===== src/rtl/igmp_rx_parser_if.sv =====
// Word stream into the IGMP receive parser: 32-bit words with valid/ready and end-of-message.
interface igmp_rx_parser_if;
  logic        s_valid;
  logic        s_ready;
  logic [31:0] s_data;
  logic        s_last;

  modport master (output s_valid, output s_data, output s_last, input s_ready);
  modport slave  (input s_valid, input s_data, input s_last, output s_ready);
endinterface


===== src/rtl/igmp_rx_parser.sv =====
// Streaming IGMP receive parser: decodes v3 Query, v2 Report and Leave messages, captures up to
// MAX_SRC query sources, and reports a per-message verdict, error code and saturating counters.
// Optional feature: define IGMP_CSUM_CHECK_EN to verify the ones'-complement message checksum.
module igmp_rx_parser #(
  parameter int unsigned MAX_SRC   = 8,
  parameter int unsigned SRC_IDX_W = 3,
  parameter int unsigned CNT_W     = 16
) (
  input  logic                 clk,
  input  logic                 rst_n,
  igmp_rx_parser_if.slave      s_if,
  output logic                 done,
  output logic                 msg_valid,
  output logic                 msg_invalid,
  output logic [2:0]           err_code,
  output logic                 is_query,
  output logic                 is_report,
  output logic                 is_leave,
  output logic [7:0]           type_o,
  output logic [7:0]           mrc_o,
  output logic [15:0]          csum_o,
  output logic [31:0]          group_o,
  output logic                 s_flag,
  output logic [2:0]           qrv_o,
  output logic [7:0]           qqic_o,
  output logic [15:0]          nsrc_o,
  input  logic [SRC_IDX_W-1:0] src_idx,
  output logic [31:0]          src_addr,
  output logic [CNT_W-1:0]     good_cnt,
  output logic [CNT_W-1:0]     bad_cnt
);

  typedef enum logic [2:0] {StIdle, StW1, StW2, StSrc, StDrain, StVerdict} state_e;

  typedef struct packed {
    logic [7:0]  typ;
    logic [7:0]  mrc;
    logic [15:0] csum;
    logic [31:0] group;
    logic        s;
    logic [2:0]  qrv;
    logic [7:0]  qqic;
    logic [15:0] nsrc;
  } fields_t;

  localparam logic [7:0] TypeQuery  = 8'h11;
  localparam logic [7:0] TypeReport = 8'h16;
  localparam logic [7:0] TypeLeave  = 8'h17;

  localparam logic [2:0] ErrNone  = 3'd0;
  localparam logic [2:0] ErrType  = 3'd1;
  localparam logic [2:0] ErrNsrc  = 3'd2;
  localparam logic [2:0] ErrShort = 3'd3;
  localparam logic [2:0] ErrLong  = 3'd4;
  localparam logic [2:0] ErrGroup = 3'd6;

  state_e               state_q, state_d;
  fields_t              fld_q, fld_d, out_q, out_d;
  logic [2:0]           err_q, err_d, err_code_q, err_code_d, verdict_err;
  logic [SRC_IDX_W-1:0] src_cnt_q, src_cnt_d;
  logic                 done_q, done_d, valid_q, valid_d, invalid_q, invalid_d;
  logic [2:0]           kind_q, kind_d;  // {query, report, leave}
  logic [CNT_W-1:0]     good_q, good_d, bad_q, bad_d;
  logic                 src_we, xfer, last, grp_ok;
  logic [31:0]          data;
  logic [31:0]          src_mem_q [MAX_SRC];
  logic [31:0]          src_addr_q;

  assign xfer          = s_if.s_valid && s_if.s_ready;
  assign s_if.s_ready  = (state_q != StVerdict);
  assign data          = s_if.s_data;
  assign last          = s_if.s_last;

`ifdef IGMP_CSUM_CHECK_EN
  localparam logic [2:0] ErrCsum = 3'd5;
  logic [15:0] acc_q, acc_d;

  function automatic logic [15:0] ones_add(logic [15:0] a, logic [15:0] b);
    logic [16:0] sum;
    sum = {1'b0, a} + {1'b0, b};
    return sum[15:0] + {15'd0, sum[16]};
  endfunction

  // Checksum accumulator restarts with the first word of each message.
  always_comb begin
    acc_d = acc_q;
    if (xfer) acc_d = ones_add(ones_add((state_q == StIdle) ? 16'h0 : acc_q, data[31:16]),
                               data[15:0]);
  end

  always_ff @(posedge clk or negedge rst_n) begin
    if (!rst_n) acc_q <= '0;
    else        acc_q <= acc_d;
  end

  assign verdict_err = (err_q == ErrNone && acc_q != 16'hFFFF) ? ErrCsum : err_q;
`else
  assign verdict_err = err_q;
`endif

  // Parse FSM next state, field capture and verdict update.
  always_comb begin
    state_d    = state_q;
    fld_d      = fld_q;
    err_d      = err_q;
    src_cnt_d  = src_cnt_q;
    src_we     = 1'b0;
    out_d      = out_q;
    err_code_d = err_code_q;
    done_d     = 1'b0;
    valid_d    = valid_q;
    invalid_d  = invalid_q;
    kind_d     = kind_q;
    good_d     = good_q;
    bad_d      = bad_q;
    // Queries may also carry the all-zero general group.
    grp_ok     = (data[31:28] == 4'hE) || (fld_q.typ == TypeQuery && data == 32'h0);
    unique case (state_q)
      StIdle: if (xfer) begin
        fld_d      = '0;
        fld_d.typ  = data[31:24];
        fld_d.mrc  = data[23:16];
        fld_d.csum = data[15:0];
        err_d      = ErrNone;
        if (!(data[31:24] inside {TypeQuery, TypeReport, TypeLeave})) begin
          err_d   = ErrType;
          state_d = last ? StVerdict : StDrain;
        end else if (last) begin
          err_d   = ErrShort;
          state_d = StVerdict;
        end else begin
          state_d = StW1;
        end
      end
      StW1: if (xfer) begin
        fld_d.group = data;
        if (!grp_ok) begin
          err_d   = ErrGroup;
          state_d = last ? StVerdict : StDrain;
        end else if (fld_q.typ != TypeQuery) begin
          if (!last) err_d = ErrLong;
          state_d = last ? StVerdict : StDrain;
        end else if (last) begin
          err_d   = ErrShort;
          state_d = StVerdict;
        end else begin
          state_d = StW2;
        end
      end
      StW2: if (xfer) begin
        fld_d.s    = data[27];
        fld_d.qrv  = data[26:24];
        fld_d.qqic = data[23:16];
        fld_d.nsrc = data[15:0];
        src_cnt_d  = '0;
        if (data[15:0] > 16'(MAX_SRC)) begin
          err_d   = ErrNsrc;
          state_d = last ? StVerdict : StDrain;
        end else if (data[15:0] == 16'h0) begin
          if (!last) err_d = ErrLong;
          state_d = last ? StVerdict : StDrain;
        end else if (last) begin
          err_d   = ErrShort;
          state_d = StVerdict;
        end else begin
          state_d = StSrc;
        end
      end
      StSrc: if (xfer) begin
        src_we = 1'b1;
        if (16'(src_cnt_q) == fld_q.nsrc - 16'd1) begin
          if (!last) err_d = ErrLong;
          state_d = last ? StVerdict : StDrain;
        end else if (last) begin
          err_d   = ErrShort;
          state_d = StVerdict;
        end else begin
          src_cnt_d = src_cnt_q + SRC_IDX_W'(1);
        end
      end
      StDrain: if (xfer && last) state_d = StVerdict;
      StVerdict: begin
        done_d     = 1'b1;
        out_d      = fld_q;
        err_code_d = verdict_err;
        valid_d    = (verdict_err == ErrNone);
        invalid_d  = (verdict_err != ErrNone);
        kind_d     = (verdict_err == ErrNone) ?
                     {fld_q.typ == TypeQuery, fld_q.typ == TypeReport, fld_q.typ == TypeLeave} :
                     3'b000;
        if (verdict_err == ErrNone) begin
          if (good_q != '1) good_d = good_q + CNT_W'(1);
        end else begin
          if (bad_q != '1) bad_d = bad_q + CNT_W'(1);
        end
        state_d = StIdle;
      end
      default: state_d = StIdle;
    endcase
  end

  // Parser state, working fields and presented results.
  always_ff @(posedge clk or negedge rst_n) begin
    if (!rst_n) begin
      state_q    <= StIdle;
      fld_q      <= '0;
      out_q      <= '0;
      err_q      <= '0;
      err_code_q <= '0;
      src_cnt_q  <= '0;
      done_q     <= 1'b0;
      valid_q    <= 1'b0;
      invalid_q  <= 1'b0;
      kind_q     <= '0;
      good_q     <= '0;
      bad_q      <= '0;
    end else begin
      state_q    <= state_d;
      fld_q      <= fld_d;
      out_q      <= out_d;
      err_q      <= err_d;
      err_code_q <= err_code_d;
      src_cnt_q  <= src_cnt_d;
      done_q     <= done_d;
      valid_q    <= valid_d;
      invalid_q  <= invalid_d;
      kind_q     <= kind_d;
      good_q     <= good_d;
      bad_q      <= bad_d;
    end
  end

  // Source store and its registered read port.
  always_ff @(posedge clk or negedge rst_n) begin
    if (!rst_n) begin
      for (int i = 0; i < int'(MAX_SRC); i++) src_mem_q[i] <= '0;
      src_addr_q <= '0;
    end else begin
      if (src_we) src_mem_q[src_cnt_q] <= data;
      src_addr_q <= (32'(src_idx) < MAX_SRC) ? src_mem_q[src_idx] : '0;
    end
  end

  assign done        = done_q;
  assign msg_valid   = valid_q;
  assign msg_invalid = invalid_q;
  assign err_code    = err_code_q;
  assign is_query    = kind_q[2];
  assign is_report   = kind_q[1];
  assign is_leave    = kind_q[0];
  assign type_o      = out_q.typ;
  assign mrc_o       = out_q.mrc;
  assign csum_o      = out_q.csum;
  assign group_o     = out_q.group;
  assign s_flag      = out_q.s;
  assign qrv_o       = out_q.qrv;
  assign qqic_o      = out_q.qqic;
  assign nsrc_o      = out_q.nsrc;
  assign src_addr    = src_addr_q;
  assign good_cnt    = good_q;
  assign bad_cnt     = bad_q;

endmodule


===== src/flat_wrapper.sv =====
// flat-port wrapper written by rule: the top's interface ports become plain ports
module igmp_rx_parser_flat 
#(
  parameter int unsigned MAX_SRC   = 8,
  parameter int unsigned SRC_IDX_W = 3,
  parameter int unsigned CNT_W     = 16
)
  (clk, rst_n, done, msg_valid, msg_invalid, err_code, is_query, is_report, is_leave, type_o, mrc_o, csum_o, group_o, s_flag, qrv_o, qqic_o, nsrc_o, src_idx, src_addr, good_cnt, bad_cnt, s_if_s_valid, s_if_s_data, s_if_s_last, s_if_s_ready);
  igmp_rx_parser_if s_if_i ();
  input  logic clk;
  input  logic rst_n;
  output logic done;
  output logic msg_valid;
  output logic msg_invalid;
  output logic [2:0] err_code;
  output logic is_query;
  output logic is_report;
  output logic is_leave;
  output logic [7:0] type_o;
  output logic [7:0] mrc_o;
  output logic [15:0] csum_o;
  output logic [31:0] group_o;
  output logic s_flag;
  output logic [2:0] qrv_o;
  output logic [7:0] qqic_o;
  output logic [15:0] nsrc_o;
  input  logic [SRC_IDX_W-1:0] src_idx;
  output logic [31:0] src_addr;
  output logic [CNT_W-1:0] good_cnt;
  output logic [CNT_W-1:0] bad_cnt;
  input wire logic [$bits(s_if_i.s_valid)-1:0] s_if_s_valid;
  input wire logic [$bits(s_if_i.s_data)-1:0] s_if_s_data;
  input wire logic [$bits(s_if_i.s_last)-1:0] s_if_s_last;
  output wire logic [$bits(s_if_i.s_ready)-1:0] s_if_s_ready;
  assign s_if_i.s_valid = s_if_s_valid;
  assign s_if_i.s_data = s_if_s_data;
  assign s_if_i.s_last = s_if_s_last;
  assign s_if_s_ready = s_if_i.s_ready;
  igmp_rx_parser #(.MAX_SRC(MAX_SRC), .SRC_IDX_W(SRC_IDX_W), .CNT_W(CNT_W)) u_core (.clk(clk), .rst_n(rst_n), .s_if(s_if_i), .done(done), .msg_valid(msg_valid), .msg_invalid(msg_invalid), .err_code(err_code), .is_query(is_query), .is_report(is_report), .is_leave(is_leave), .type_o(type_o), .mrc_o(mrc_o), .csum_o(csum_o), .group_o(group_o), .s_flag(s_flag), .qrv_o(qrv_o), .qqic_o(qqic_o), .nsrc_o(nsrc_o), .src_idx(src_idx), .src_addr(src_addr), .good_cnt(good_cnt), .bad_cnt(bad_cnt));
endmodule

===== config.mk =====
export PLATFORM = sky130hd
export DESIGN_NAME = igmp_rx_parser_flat
export DESIGN_NICKNAME = d
export VERILOG_FILES = /design/src/rtl/igmp_rx_parser_if.sv /design/src/rtl/igmp_rx_parser.sv /design/src/flat_wrapper.sv
export SDC_FILE = /design/constraint.sdc
export NUM_CORES = 1
export LEC_CHECK = 0
export CORE_MARGIN = 2
export CORE_UTILIZATION = 60
export CTS_CLUSTER_DIAMETER = 50
export DETAILED_ROUTE_END_ITERATION = 7
export PLACE_DENSITY = 0.83
export SYNTH_ARGS = -nofsm -noshare
export SYNTH_HDL_FRONTEND = slang
export SYNTH_SLANG_ARGS = --single-unit

===== constraint.sdc =====
create_clock -name clk -period 3.64 [get_ports clk]
set_input_delay 0.728 -clock clk [delete_from_list [all_inputs] [get_ports clk]]
set_output_delay 0.728 -clock clk [all_outputs]
set_load 0.005 [all_outputs]

==> flow_summary.json, run 1 <==
{
  "overflow": 0,
  "cts_tree": "done",
  "r2r_slack_ps": 770,
  "grt_pass1_vias": 15160,
  "synth_area_per_cell_sq_um": 13.24,
  "hold_buffers": 0,
  "gp_congestion": 0.9181,
  "cp_slowest_stage_delay_ps": 620,
  "floorplan.die_area_sq_um": 38030,
  "vias_per_cell": 6.157,
  "antenna_found_initial": 1,
  "skew_ps": 17.38,
  "r2r_start": "u_core.fld_q[0]",
  "cts_sinks": 522,
  "cts-buffers-inserted": 52,
  "slew_viol_final": 0,
  "wire_per_inst_um": 22.97,
  "tns_ps": 0,
  "cp_cell_sequence": "nand3b_1, buf_4, clkdlybuf4s50_1",
  "finalSetupViolCount": 0,
  "yosysWarnings": 0,
  "track_usage_pct": 29.23,
  "ant_nets": 0,
  "worst_slew_pin_slew_ps": 1090,
  "worstPathBufferInverterCount": 2,
  "die_w_um": 195.0,
  "cts_setup_buffers": 0,
  "hpwl_um": 33940,
  "drt_iter0_markers": 1342,
  "dieHeight_um": 195.0,
  "cp-start-kind": "flop",
  "clock_latency_ps": 580,
  "cp_slowest_cell": "clkdlybuf4s50_1",
  "place_area_sq_um": 24720,
  "path_delay_family": "buffers and inverters",
  "route.vias.total": 14530,
  "rows": 69,
  "fin_area_sq_um": 26550,
  "synth_edf_count": 0,
  "async_reset_ff_share_pct": 100.0,
  "netlist_instances": 1654,
  "first_pass_iters": 7,
  "grt_setup_unrepaired": "false",
  "instances_no_fill": 2360,
  "coreArea_sq_um": 35740,
  "cts.reportedPaths.clkPinSlew_ps": 60,
  "hold_violations": 0,
  "synth_flop_cell": "dfrtp_1",
  "cts-root-buf": "clkbuf_16",
  "crit_type": "flop to output pin",
  "grt_max_degree": 84,
  "status": "finished clean",
  "h-tree-depth": 2,
  "pre_cts_slack_ps": 212.1,
  "cp_data_required_time_ps": 2910,
  "pwr_density_cell_nw_per_um2": 573.2,
  "wl_um": 54200,
  "synth.distinct_cells": 55,
  "final_util_pct": 74.28,
  "reg2reg_to": "u_core.src_cnt_q[0]",
  "vdd_drop_max_mv": 0.4079,
  "worstPathArrival_ps": 2540,
  "hp-class": "input pin to async pin",
  "drive_above_1_share_pct": 29.72,
  "io_buffers": 204,
  "relSlewSlack_pct": 27.35,
  "finalWorstPathRequiredPeriod_ps": 3265,
  "syn-num-nets": 1697,
  "seq_area_frac_synth_pct": 59.66,
  "path_depth": 3,
  "period_share_pct": 89.69,
  "p_leak_nw": 12.78,
  "drv_cap": 0,
  "critPathLaunch": "u_core.state_q[1]",
  "reg2regPathDepth": 8,
  "critPathCapture": "s_if_s_ready",
  "grt_pass1_wl_um": 86800,
  "crit_fanout": 49,
  "drc": 0,
  "cp-end-kind": "output pin",
  "syn_area_sq_um": 21890,
  "io-pin-count": 205,
  "fin_ws_ps": 375.3,
  "final_nets": 1902,
  "cts_buffer_depth": 3,
  "fmax_mhz": 306.3,
  "start_util_pct": 61.25,
  "synth_seq_cells": 522,
  "syn_to_final_growth_pct": 21.27,
  "cts_resized": 0,
  "dp_cells": 2266
}
sequential cells by signal, summed over array words and instances (netlist names), 3 cells and up:
register,count
u_core.bad_cnt,16
u_core.csum_o,16
u_core.err_code,3
u_core.err_q,3
u_core.fld_q,92
u_core.good_cnt,16
u_core.group_o,32
u_core.kind_q,3
u_core.mrc_o,8
u_core.nsrc_o,16
u_core.qqic_o,8
u_core.qrv_o,3
u_core.src_addr,32
u_core.src_cnt_q,3
u_core.src_mem_q,256
u_core.state_q,3
u_core.type_o,8
worst reg2reg max path, delay by kind of cell (launching register included):
| family | cells | cell delay (ps) |
|---|---|---|
| adders and majority gates | 1 | 320 |
| and+or+nand+nor | 2 | 580 |
| AOI/OAI and AO/OA | 3 | 970 |
| muxes | 1 | 310 |
| buffers and inverters | 1 | 120 |
| DFF | 1 | 460 |
synthesized netlist by cell type (4+ instances only):
master | number | share of area [%]
ha_1 | 4 | 0.23
xnor2_1 | 23 | 0.92
dfrtp_1 | 522 | 60
nand2_1 | 322 | 5.5
nor4_1 | 12 | 0.34
a21oi_1 | 5 | 0.11
and3_1 | 4 | 0.11
a211oi_1 | 4 | 0.14
buf_1 | 21 | 0.36
clkbuf_1 | 101 | 1.7
nand3_1 | 19 | 0.43
or4_1 | 10 | 0.34
inv_1 | 11 | 0.19
o21ai_0 | 15 | 0.34
nor2_1 | 27 | 0.46
nor3_1 | 18 | 0.41
mux2_2 | 320 | 16
nand4_1 | 8 | 0.23
xor2_1 | 8 | 0.32
or3_1 | 5 | 0.14
a22o_1 | 60 | 2.4
nand2b_1 | 11 | 0.31
mux4_2 | 64 | 6.6
where the power goes:
part           switching [mW]  internal, mW  leakage (nW)
registers               0.532          6.49          7.10
logic                    1.32          1.24          4.79
clock network            2.26          3.38         0.893
how the worst min path moves through the flow:
stage / start / to / slack (ps)
finish: rst_n / u_core.src_addr[24] / 130
global route: rst_n / u_core.src_addr[26] / 170
CTS: rst_n / u_core.src_addr[24] / 140
detailed placement: u_core.fld_q[41] / u_core.group_o[13] / 450
global placement: u_core.fld_q[76] / u_core.mrc_o[0] / 450
floorplan: rst_n / u_core.bad_cnt[0] / 430
through the flow:
stage	power [mW]	hold slack, ps
floorplan	8.266	432.4
global placement	9.531	445.2
detailed placement	9.638	450.0
CTS	15.29	140.5
global route	15.84	166.1
finish	15.22	126.5
cells in the final DEF (no fill, tap or decap), types with 5 or more instances in the layout:
cell type        synthesis  final
bufinv_16                0      6
clkdlybuf4s50_1          0    200
xor2_1                   8      8
a22o_1                  60     60
nor4_1                  12     10
mux2_2                 320    320
nor3_1                  18     15
or4_1                   10     10
buf_4                    0     65
clkinv_2                 0      9
buf_12                   0      8
or3_1                    5      5
dfrtp_1                522    522
nand2_1                322    322
nand4_1                  8      8
clkinvlp_4               0      5
a21oi_1                  5      5
clkbuf_8                 0     12
inv_1                   11     10
nand2b_1                11     11
o21ai_0                 15     15
nor2_1                  27     25
nand3_1                 19     18
clkbuf_16                0     54
mux4_2                  64     64
xnor2_1                 23     23
logic make-up after synthesis:
kind of cell / Yosys count / share of synthesized area, %
flip-flops: 522 / 59.66
AND/OR/NAND/NOR: 459 / 9.161
multiplexers: 385 / 23.09
buffers and inverters: 136 / 2.349
AO/OA/AOI/OAI: 115 / 4.178
XOR/XNOR: 31 / 1.240
adder cells (fa/ha/maj): 6 / 0.3200
final cells by class:
class,count,area [sq um]
Fill cell,2214,9191
Multi-Input combinational cell,996,8359
Timing Repair Buffer,276,2675
Antenna cell,1,2.502
Tap cell,461,576.8
Clock buffer,70,1531
Clock inverter,23,300.3
Sequential cell,522,13060
Inverter,11,42.54
metal layers:
layer  vias to the layer above  track usage, %  share of wire, %
met2                       613           47.84                49
met1                      7560           41.08                42
met4                         0           8.849               2.7
li1                       6241               -                 -
met3                       116           4.577               6.3
met5                         -               0                 0
No activity file was read; power rests on OpenSTA's default activity.
==> run 2, diff against run 1 <==
--- a/config.mk
+++ b/config.mk
@@ -9,6 +9,7 @@
 export CORE_UTILIZATION = 60
 export CTS_CLUSTER_DIAMETER = 50
 export DETAILED_ROUTE_END_ITERATION = 7
+export HOLD_SLACK_MARGIN = 0.12
 export PLACE_DENSITY = 0.83
 export SYNTH_ARGS = -nofsm -noshare
 export SYNTH_HDL_FRONTEND = slang
==> results of run 2 <==
The final DEF is identical to that of run 1; final timing and power are the same.
